$ cat src/rtl/uart_pin_bridge.sv
// Full-duplex UART bridging chip pads (rx/tx/cts/rts) to a valid/ready
// character interface, with TX/RX FIFOs, optional parity and sticky errors.
module uart_pin_bridge #(
  parameter int unsigned DataBits    = 8,
  parameter int unsigned FifoDepth   = 8,
  parameter int unsigned DefaultRate = 5207
) (
  input  logic                         clk,
  input  logic                         nReset,
  input  logic [1:0]                   rate_sel,
  input  logic                         parity_en,
  input  logic                         parity_odd,
  input  logic                         clear,
  input  logic [DataBits-1:0]          tx_data,
  input  logic                         tx_valid,
  output logic                         tx_ready,
  output logic [DataBits-1:0]          rx_data,
  output logic                         rx_valid,
  input  logic                         rx_ready,
  output logic [$clog2(FifoDepth):0]   tx_count,
  output logic [$clog2(FifoDepth):0]   rx_count,
  input  logic                         rx,
  output logic                         tx,
  input  logic                         cts,
  output logic                         rts,
  output logic                         err,
  output logic [2:0]                   err_code
);

  localparam int unsigned PW = $clog2(FifoDepth);
  localparam int unsigned CW = PW + 1;
  localparam logic [CW-1:0] Full     = CW'(FifoDepth);
  localparam logic [CW-1:0] RtsLevel = CW'(FifoDepth - 1);
  localparam logic [15:0]   BaseRate = 16'(DefaultRate);
  localparam logic [3:0]    LastBit  = 4'(DataBits - 1);

  typedef enum logic [2:0] {TX_IDLE, TX_START, TX_DATA, TX_PARITY, TX_STOP} txState_t;
  typedef enum logic [2:0] {RX_IDLE, RX_START, RX_DATA, RX_PARITY, RX_STOP, RX_WAIT_HIGH} rxState_t;

  txState_t txState, txNext;
  rxState_t rxState, rxNext;

  logic [1:0]  cfgRate;
  logic        cfgParEn, cfgParOdd;
  logic [15:0] rateShift, bitLen, halfLen;

  logic [DataBits-1:0] txMem [FifoDepth];
  logic [PW-1:0]       txWr, txRd;
  logic [CW-1:0]       txCount;
  logic                txPush, txLoad, txTick, txBit, txReg, txParBit;
  logic [15:0]         txBaud;
  logic [3:0]          txBits;
  logic [DataBits-1:0] txShift;

  logic [DataBits-1:0] rxMem [FifoDepth];
  logic [PW-1:0]       rxWr, rxRd;
  logic [CW-1:0]       rxCount;
  logic                rxMeta, rxSync, rxPrev, rxFall, rxTick;
  logic                rxPush, rxGood, rxFrameErr, rxParBad, rxParErr;
  logic                rxFifoPush, rxFifoPop, rxOverrun;
  logic [15:0]         rxBaud;
  logic [3:0]          rxBits;
  logic [DataBits-1:0] rxShift;

  // Latch line configuration only while the link is completely quiet
  always_ff @(posedge clk or negedge nReset) begin
    if (!nReset) begin
      cfgRate   <= '0;
      cfgParEn  <= 1'b0;
      cfgParOdd <= 1'b0;
    end else if (txState == TX_IDLE && rxState == RX_IDLE && txCount == '0 && rxCount == '0) begin
      cfgRate   <= rate_sel;
      cfgParEn  <= parity_en;
      cfgParOdd <= parity_odd;
    end
  end

  // Clocks per bit from the latched rate, floored at 4
  always_comb begin
    rateShift = BaseRate >> cfgRate;
    bitLen    = (rateShift < 16'd4) ? 16'd4 : rateShift;
    halfLen   = bitLen >> 1;
  end

  // ---------------- TX FIFO ----------------
  assign txPush   = tx_valid && tx_ready && !clear;
  assign tx_ready = (txCount != Full);
  assign tx_count = txCount;

  // TX FIFO storage
  always_ff @(posedge clk) begin
    if (txPush) txMem[txWr] <= tx_data;
  end

  // TX FIFO pointers and occupancy
  always_ff @(posedge clk or negedge nReset) begin
    if (!nReset) begin
      txWr <= '0; txRd <= '0; txCount <= '0;
    end else if (clear) begin
      txWr <= '0; txRd <= '0; txCount <= '0;
    end else begin
      if (txPush) txWr <= txWr + 1'b1;
      if (txLoad) txRd <= txRd + 1'b1;
      case ({txPush, txLoad})
        2'b10:   txCount <= txCount + 1'b1;
        2'b01:   txCount <= txCount - 1'b1;
        default: txCount <= txCount;
      endcase
    end
  end

  // ---------------- TX FSM ----------------
  assign txTick = (txBaud == bitLen - 16'd1);

  // TX state register
  always_ff @(posedge clk or negedge nReset) begin
    if (!nReset) txState <= TX_IDLE;
    else         txState <= txNext;
  end

  // TX next state; a new frame may start straight out of STOP for gapless streaming
  always_comb begin
    txNext = txState;
    txLoad = 1'b0;
    if (clear) begin
      txNext = TX_IDLE;
    end else begin
      case (txState)
        TX_IDLE:   if (txCount != '0 && cts) begin txNext = TX_START; txLoad = 1'b1; end
        TX_START:  if (txTick) txNext = TX_DATA;
        TX_DATA:   if (txTick && txBits == LastBit) txNext = cfgParEn ? TX_PARITY : TX_STOP;
        TX_PARITY: if (txTick) txNext = TX_STOP;
        TX_STOP: begin
          if (txTick) begin
            if (txCount != '0 && cts) begin txNext = TX_START; txLoad = 1'b1; end
            else txNext = TX_IDLE;
          end
        end
        default:   txNext = TX_IDLE;
      endcase
    end
  end

  // TX line level implied by the current state
  always_comb begin
    txBit = 1'b1;
    case (txState)
      TX_START:  txBit = 1'b0;
      TX_DATA:   txBit = txShift[0];
      TX_PARITY: txBit = txParBit;
      default:   txBit = 1'b1;
    endcase
  end

  // TX baud/bit counters and character shifter
  always_ff @(posedge clk or negedge nReset) begin
    if (!nReset) begin
      txBaud <= '0; txBits <= '0; txShift <= '0; txParBit <= 1'b0;
    end else if (clear) begin
      txBaud <= '0; txBits <= '0;
    end else if (txLoad) begin
      txShift  <= txMem[txRd];
      txParBit <= (^txMem[txRd]) ^ cfgParOdd;
      txBaud   <= '0;
      txBits   <= '0;
    end else if (txState != TX_IDLE) begin
      if (txTick) begin
        txBaud <= '0;
        if (txState == TX_DATA) begin
          txShift <= txShift >> 1;
          txBits  <= txBits + 4'd1;
        end
      end else begin
        txBaud <= txBaud + 16'd1;
      end
    end
  end

  // Registered pad driver: the line lags the FSM by one clock, giving the
  // two-cycle push-to-start latency while every bit still lasts R clocks
  always_ff @(posedge clk or negedge nReset) begin
    if (!nReset)    txReg <= 1'b1;
    else if (clear) txReg <= 1'b1;
    else            txReg <= txBit;
  end
  assign tx = txReg;

  // ---------------- RX path ----------------
  // Two-flop synchroniser plus edge-history flop, idle high
  always_ff @(posedge clk or negedge nReset) begin
    if (!nReset) begin
      rxMeta <= 1'b1; rxSync <= 1'b1; rxPrev <= 1'b1;
    end else begin
      rxMeta <= rx; rxSync <= rxMeta; rxPrev <= rxSync;
    end
  end
  assign rxFall = rxPrev && !rxSync;
  assign rxTick = (rxState == RX_START) ? (rxBaud == halfLen - 16'd1) : (rxBaud == bitLen - 16'd1);

  // RX state register
  always_ff @(posedge clk or negedge nReset) begin
    if (!nReset) rxState <= RX_IDLE;
    else         rxState <= rxNext;
  end

  // RX next state
  always_comb begin
    rxNext = rxState;
    if (clear) begin
      rxNext = RX_IDLE;
    end else begin
      case (rxState)
        RX_IDLE:      if (rxFall) rxNext = RX_START;
        RX_START:     if (rxTick) rxNext = rxSync ? RX_IDLE : RX_DATA;
        RX_DATA:      if (rxTick && rxBits == LastBit) rxNext = cfgParEn ? RX_PARITY : RX_STOP;
        RX_PARITY:    if (rxTick) rxNext = RX_STOP;
        RX_STOP:      if (rxTick) rxNext = rxSync ? RX_IDLE : RX_WAIT_HIGH;
        RX_WAIT_HIGH: if (rxSync) rxNext = RX_IDLE;
        default:      rxNext = RX_IDLE;
      endcase
    end
  end

  // RX sample outcomes: good character, framing and parity errors
  always_comb begin
    rxGood     = 1'b0;
    rxFrameErr = 1'b0;
    rxParBad   = 1'b0;
    if (!clear && rxTick) begin
      case (rxState)
        RX_PARITY: rxParBad   = (rxSync != ((^rxShift) ^ cfgParOdd));
        RX_STOP: begin
          rxFrameErr = !rxSync;
          rxGood     = rxSync && !rxParErr;
        end
        default: ;
      endcase
    end
  end

  // RX baud/bit counters, deserialiser and deferred push strobe
  always_ff @(posedge clk or negedge nReset) begin
    if (!nReset) begin
      rxBaud <= '0; rxBits <= '0; rxShift <= '0; rxParErr <= 1'b0; rxPush <= 1'b0;
    end else if (clear) begin
      rxBaud <= '0; rxBits <= '0; rxParErr <= 1'b0; rxPush <= 1'b0;
    end else begin
      rxPush <= rxGood;
      if (rxState == RX_IDLE || rxState == RX_WAIT_HIGH) begin
        rxBaud <= '0; rxBits <= '0; rxParErr <= 1'b0;
      end else if (rxTick) begin
        rxBaud <= '0;
        if (rxState == RX_DATA) begin
          rxShift <= {rxSync, rxShift[DataBits-1:1]};
          rxBits  <= rxBits + 4'd1;
        end
        if (rxParBad) rxParErr <= 1'b1;
      end else begin
        rxBaud <= rxBaud + 16'd1;
      end
    end
  end

  // ---------------- RX FIFO ----------------
  assign rxFifoPush = rxPush && !clear && (rxCount != Full);
  assign rxOverrun  = rxPush && !clear && (rxCount == Full);
  assign rxFifoPop  = rx_ready && rx_valid && !clear;
  assign rx_valid   = (rxCount != '0);
  assign rx_data    = rx_valid ? rxMem[rxRd] : '0;
  assign rx_count   = rxCount;
  assign rts        = (rxCount >= RtsLevel);

  // RX FIFO storage
  always_ff @(posedge clk) begin
    if (rxFifoPush) rxMem[rxWr] <= rxShift;
  end

  // RX FIFO pointers and occupancy
  always_ff @(posedge clk or negedge nReset) begin
    if (!nReset) begin
      rxWr <= '0; rxRd <= '0; rxCount <= '0;
    end else if (clear) begin
      rxWr <= '0; rxRd <= '0; rxCount <= '0;
    end else begin
      if (rxFifoPush) rxWr <= rxWr + 1'b1;
      if (rxFifoPop)  rxRd <= rxRd + 1'b1;
      case ({rxFifoPush, rxFifoPop})
        2'b10:   rxCount <= rxCount + 1'b1;
        2'b01:   rxCount <= rxCount - 1'b1;
        default: rxCount <= rxCount;
      endcase
    end
  end

  // Sticky {overrun, parity, framing} flags
  always_ff @(posedge clk or negedge nReset) begin
    if (!nReset)    err_code <= '0;
    else if (clear) err_code <= '0;
    else            err_code <= err_code | {rxOverrun, rxParBad, rxFrameErr};
  end
  assign err = |err_code;

endmodule

$ cat config.mk
export PLATFORM = sky130hd
export DESIGN_NAME = uart_pin_bridge
export DESIGN_NICKNAME = d
export VERILOG_FILES = /design/src/rtl/uart_pin_bridge.sv
export SDC_FILE = /design/constraint.sdc
export NUM_CORES = 1
export LEC_CHECK = 0
export ABC_AREA = 1
export CAP_MARGIN = 10
export CORE_MARGIN = 1.5
export CORE_UTILIZATION = 40
export DETAILED_ROUTE_END_ITERATION = 8
export GPL_TIMING_DRIVEN = 0
export PLACE_DENSITY = 0.66
export SLEW_MARGIN = 20
export SYNTH_ARGS = -nofsm -noshare
export SYNTH_HDL_FRONTEND = slang
export SYNTH_SLANG_ARGS = --single-unit
export TNS_END_PERCENT = 20
$ cat constraint.sdc
create_clock -name clk -period 3.5 [get_ports clk]
set_clock_uncertainty 0.05 [all_clocks]
set_input_delay 0.7 -clock clk [delete_from_list [all_inputs] [get_ports clk]]
set_output_delay 0.7 -clock clk [all_outputs]
set_load 0.01 [all_outputs]
==> reports/qor.yml <==
yosys:
  syn_nets: 1253
  ys_warn_count: 0
  synth_top_flop_cell: "edfxtp_1"
  ys_ff_latch: 224
  synth_top_area_share_pct: 35.4
  ys_seq_area_share_pct: 57.5
  netlist_top_cells_area: "edfxtp_1 35%, dfrtp_1 21%, nand2_1 9.8%"
  ys_async_sr_fraction_pct: 42.9
  ys_top_cells_by_count: "285 x nand2_1, 197 x nor2_1, 128 x edfxtp_1"
  synth_largest_area_cell: "edfxtp_1"
  synthMostInstantiatedCell: "nand2_1"
  synth_edf_count: 128
  synth_cells: 1215
  ys_types: 44
  synthesis.area_um2: 10900
  synth_area_per_cell_um2: 8.94
floorplanning:
  start_util_pct: 40.5
  die_x_um: 168
  ioPinCount: 43
  num_rows: 60
  die_h_um: 168
  dieArea_um2: 28200
  core_um2: 26800
sta:
  relSlewSlack_pct: 32.5
  finalCriticalPeriod_ns: 3.35
  worst_slew_pin_slew_ns: 1.01
  rsz0062_at_grt: "no"
  hold_viol_final: 0
  whs_ns: 0.326
  finalMaxSlewViolations: 0
  fin_crit_sh_pct: 95.8
  fmax_mhz: 298
  setup_viol: 0
clock_network:
  cts_buffer_depth: 3
  clkLatencyLatePin_ns: 0.52
  cts_tree: "done"
  post_cts_buffers: 0
  cts_max_level: 1
  numCtsBuffers: 26
  cts_sinks: 224
  ctsRootBufferMaster: "clkbuf_16"
  clkTransAtPathRegs_ns: 0.06
route:
  wl_per_cell_um: 15.1
  wl_um: 24800
  via_per_inst: 5.08
  drc: 0
  drtAntennaViolNets: 0
  dr.pass1.iters: 5
  vias: 8349
  drt_iter0_drc: 541
global_routing:
  grtUsageTotal_pct: 17.9
  grt_pass1_wl_um: 40400
  antenna_found_initial: 0
  grt_max_degree: 74
  grt.overflow.total: 0
  first_global_vias: 8057
pwr:
  p_leak_nw: 5.38
  peakVddDrop_uv: 463
  power.density_nw_per_um2: 683
setup_path:
  crit_type: "reg2out"
  arrival_ns: 2.60
  critPathMaxFanout: 10
  worst_setup_path_end_kind: "output pin"
  worstPathRequired_ns: 2.75
  startpoint_type: "flop"
cells_and_area:
  antennaDiodeCount: 0
  final_util_pct: 47.2
  layout.nets: 1323
  fillers: 2497
  area_delta_synth_final_pct: 16.4
  drive_above_1_share_pct: 6.52
  multi_input_area_um2: 4050
  regArea_um2: 6250
place:
  port_buffers: 41
  gp_congestion: 0.889
  dp_hpwl_um: 17300
min_path:
  hp-class: "reg2reg"
run_status:
  outcome: "finished, final reports clean"
run:
  drv_cap: 0
==> kinds of logic (layout without fill, tap and decap cells) <==
family	after synthesis	count (layout)	synth area share, %
AND/OR/NAND/NOR	622	622	23.9
flip-flops	224	224	57.5
AO/OA/AOI/OAI	185	185	9.49
buffers and inverters	145	234	5.23
XOR/XNOR	20	20	1.61
adder cells (fa/ha/maj)	19	19	2.26
==> repair_timing <==
| action | 4_1_cts | 5_1_grt |
|---|---|---|
| hold endpoints to repair | 22 | 0 |
| pin swaps | 0 | 0 |
| gates resized for setup | 9 | 5 |
| endpoints found under the setup margin | 8 | 8 |
| hold buffers | 1 | 0 |
==> power breakdown <==
group	switching [mW]	internal, mW
clock network	1.07	1.73
logic	1.73	0.965
registers	0.178	2.97
total	2.98	5.66
==> cells in the final DEF (no fill, tap or decap), types with 8 or more instances in the layout <==
cell type	n
a21oi_1	35
a31oi_1	8
clkbuf_1	20
clkbuf_16	27
clkdlybuf4s50_1	39
dfrtp_1	91
edfxtp_1	128
ha_1	18
inv_1	104
nand2_1	285
nand3_1	86
nand4_1	8
nor2_1	197
nor3_1	26
o21ai_0	102
o22ai_1	12
xnor2_1	8
xor2_1	12
==> path summary, 6_finish.rpt <==
path / cells after the start / startpoint / to / slack [ns]
hold reg to reg: 0 / rxMeta / rxSync / 0.33
max in group asynchronous: 3 / nReset / tx / 2.14
hold / removal: 0 / rxMeta / rxSync / 0.33
setup / recovery: 8 / rxRd[1] / rx_data[6] / 0.15
setup reg to reg: 18 / cfgRate[0] / txBaud[8] / 0.35
min in group asynchronous: 2 / nReset / rxBaud[6] / 0.56
==> state kept, by name (all words and copies together), names as in the netlist, 2 cells and up <==
signal / count
rxState: 3
txState: 3
tx_count: 4
rxBits: 4
rxRd: 3
txMem: 64
txWr: 3
rxWr: 3
rx_count: 4
txBaud: 16
rxShift: 8
err_code: 3
rxMem: 64
txRd: 3
cfgRate: 2
txBits: 4
rxBaud: 16
txShift: 8
==> final cells by class <==
| class | instances | share of cell area (%) |
|---|---|---|
| multi-input combinational | 846 | 32.0 |
| clock buffer | 34 | 5.63 |
| timing repair buffer | 43 | 3.57 |
| inverter | 112 | 3.32 |
| tap | 341 | 3.37 |
| clock inverter | 13 | 1.40 |
| buffer | 32 | 1.26 |
| sequential | 224 | 49.4 |
==> routing by layer <==
layer  up-vias  track usage (%)  wire [um]
li1       4199                -          -
met1      3919             23.4      11200
met2       188             31.1      11900
met3        43             2.61       1100
met4         0             5.21        601
met5         -                0          0
==> through the flow <==
| step | total power, mW | TNS (ns) | instances | area (um2) | setup slack [ns] |
|---|---|---|---|---|---|
| after floorplan | 5.05 | 0 | 1215 | 10900 | 0.891 |
| after global placement | 5.84 | -199.85 | 1597 | 11700 | -2.14 |
| after detailed placement | 5.88 | 0 | 1598 | 11700 | 0.359 |
| after CTS | 8.71 | 0 | 1646 | 12600 | 0.00137 |
| after global routing | 9.19 | 0 | 1645 | 12600 | 0.00949 |
| final | 8.64 | 0 | 1645 | 12600 | 0.147 |
==> worst max-delay path, stage by stage (launching register included) <==
cell and delay, ns:
dfrtp_1 0.38, clkbuf_2 0.18, inv_1 0.20, clkbuf_4 0.24, o21ai_0 0.09, o22ai_1 0.15
o21ai_0 0.12, a31oi_1 0.17, clkdlybuf4s50_1 0.55
(Power assumes the default switching activity.)
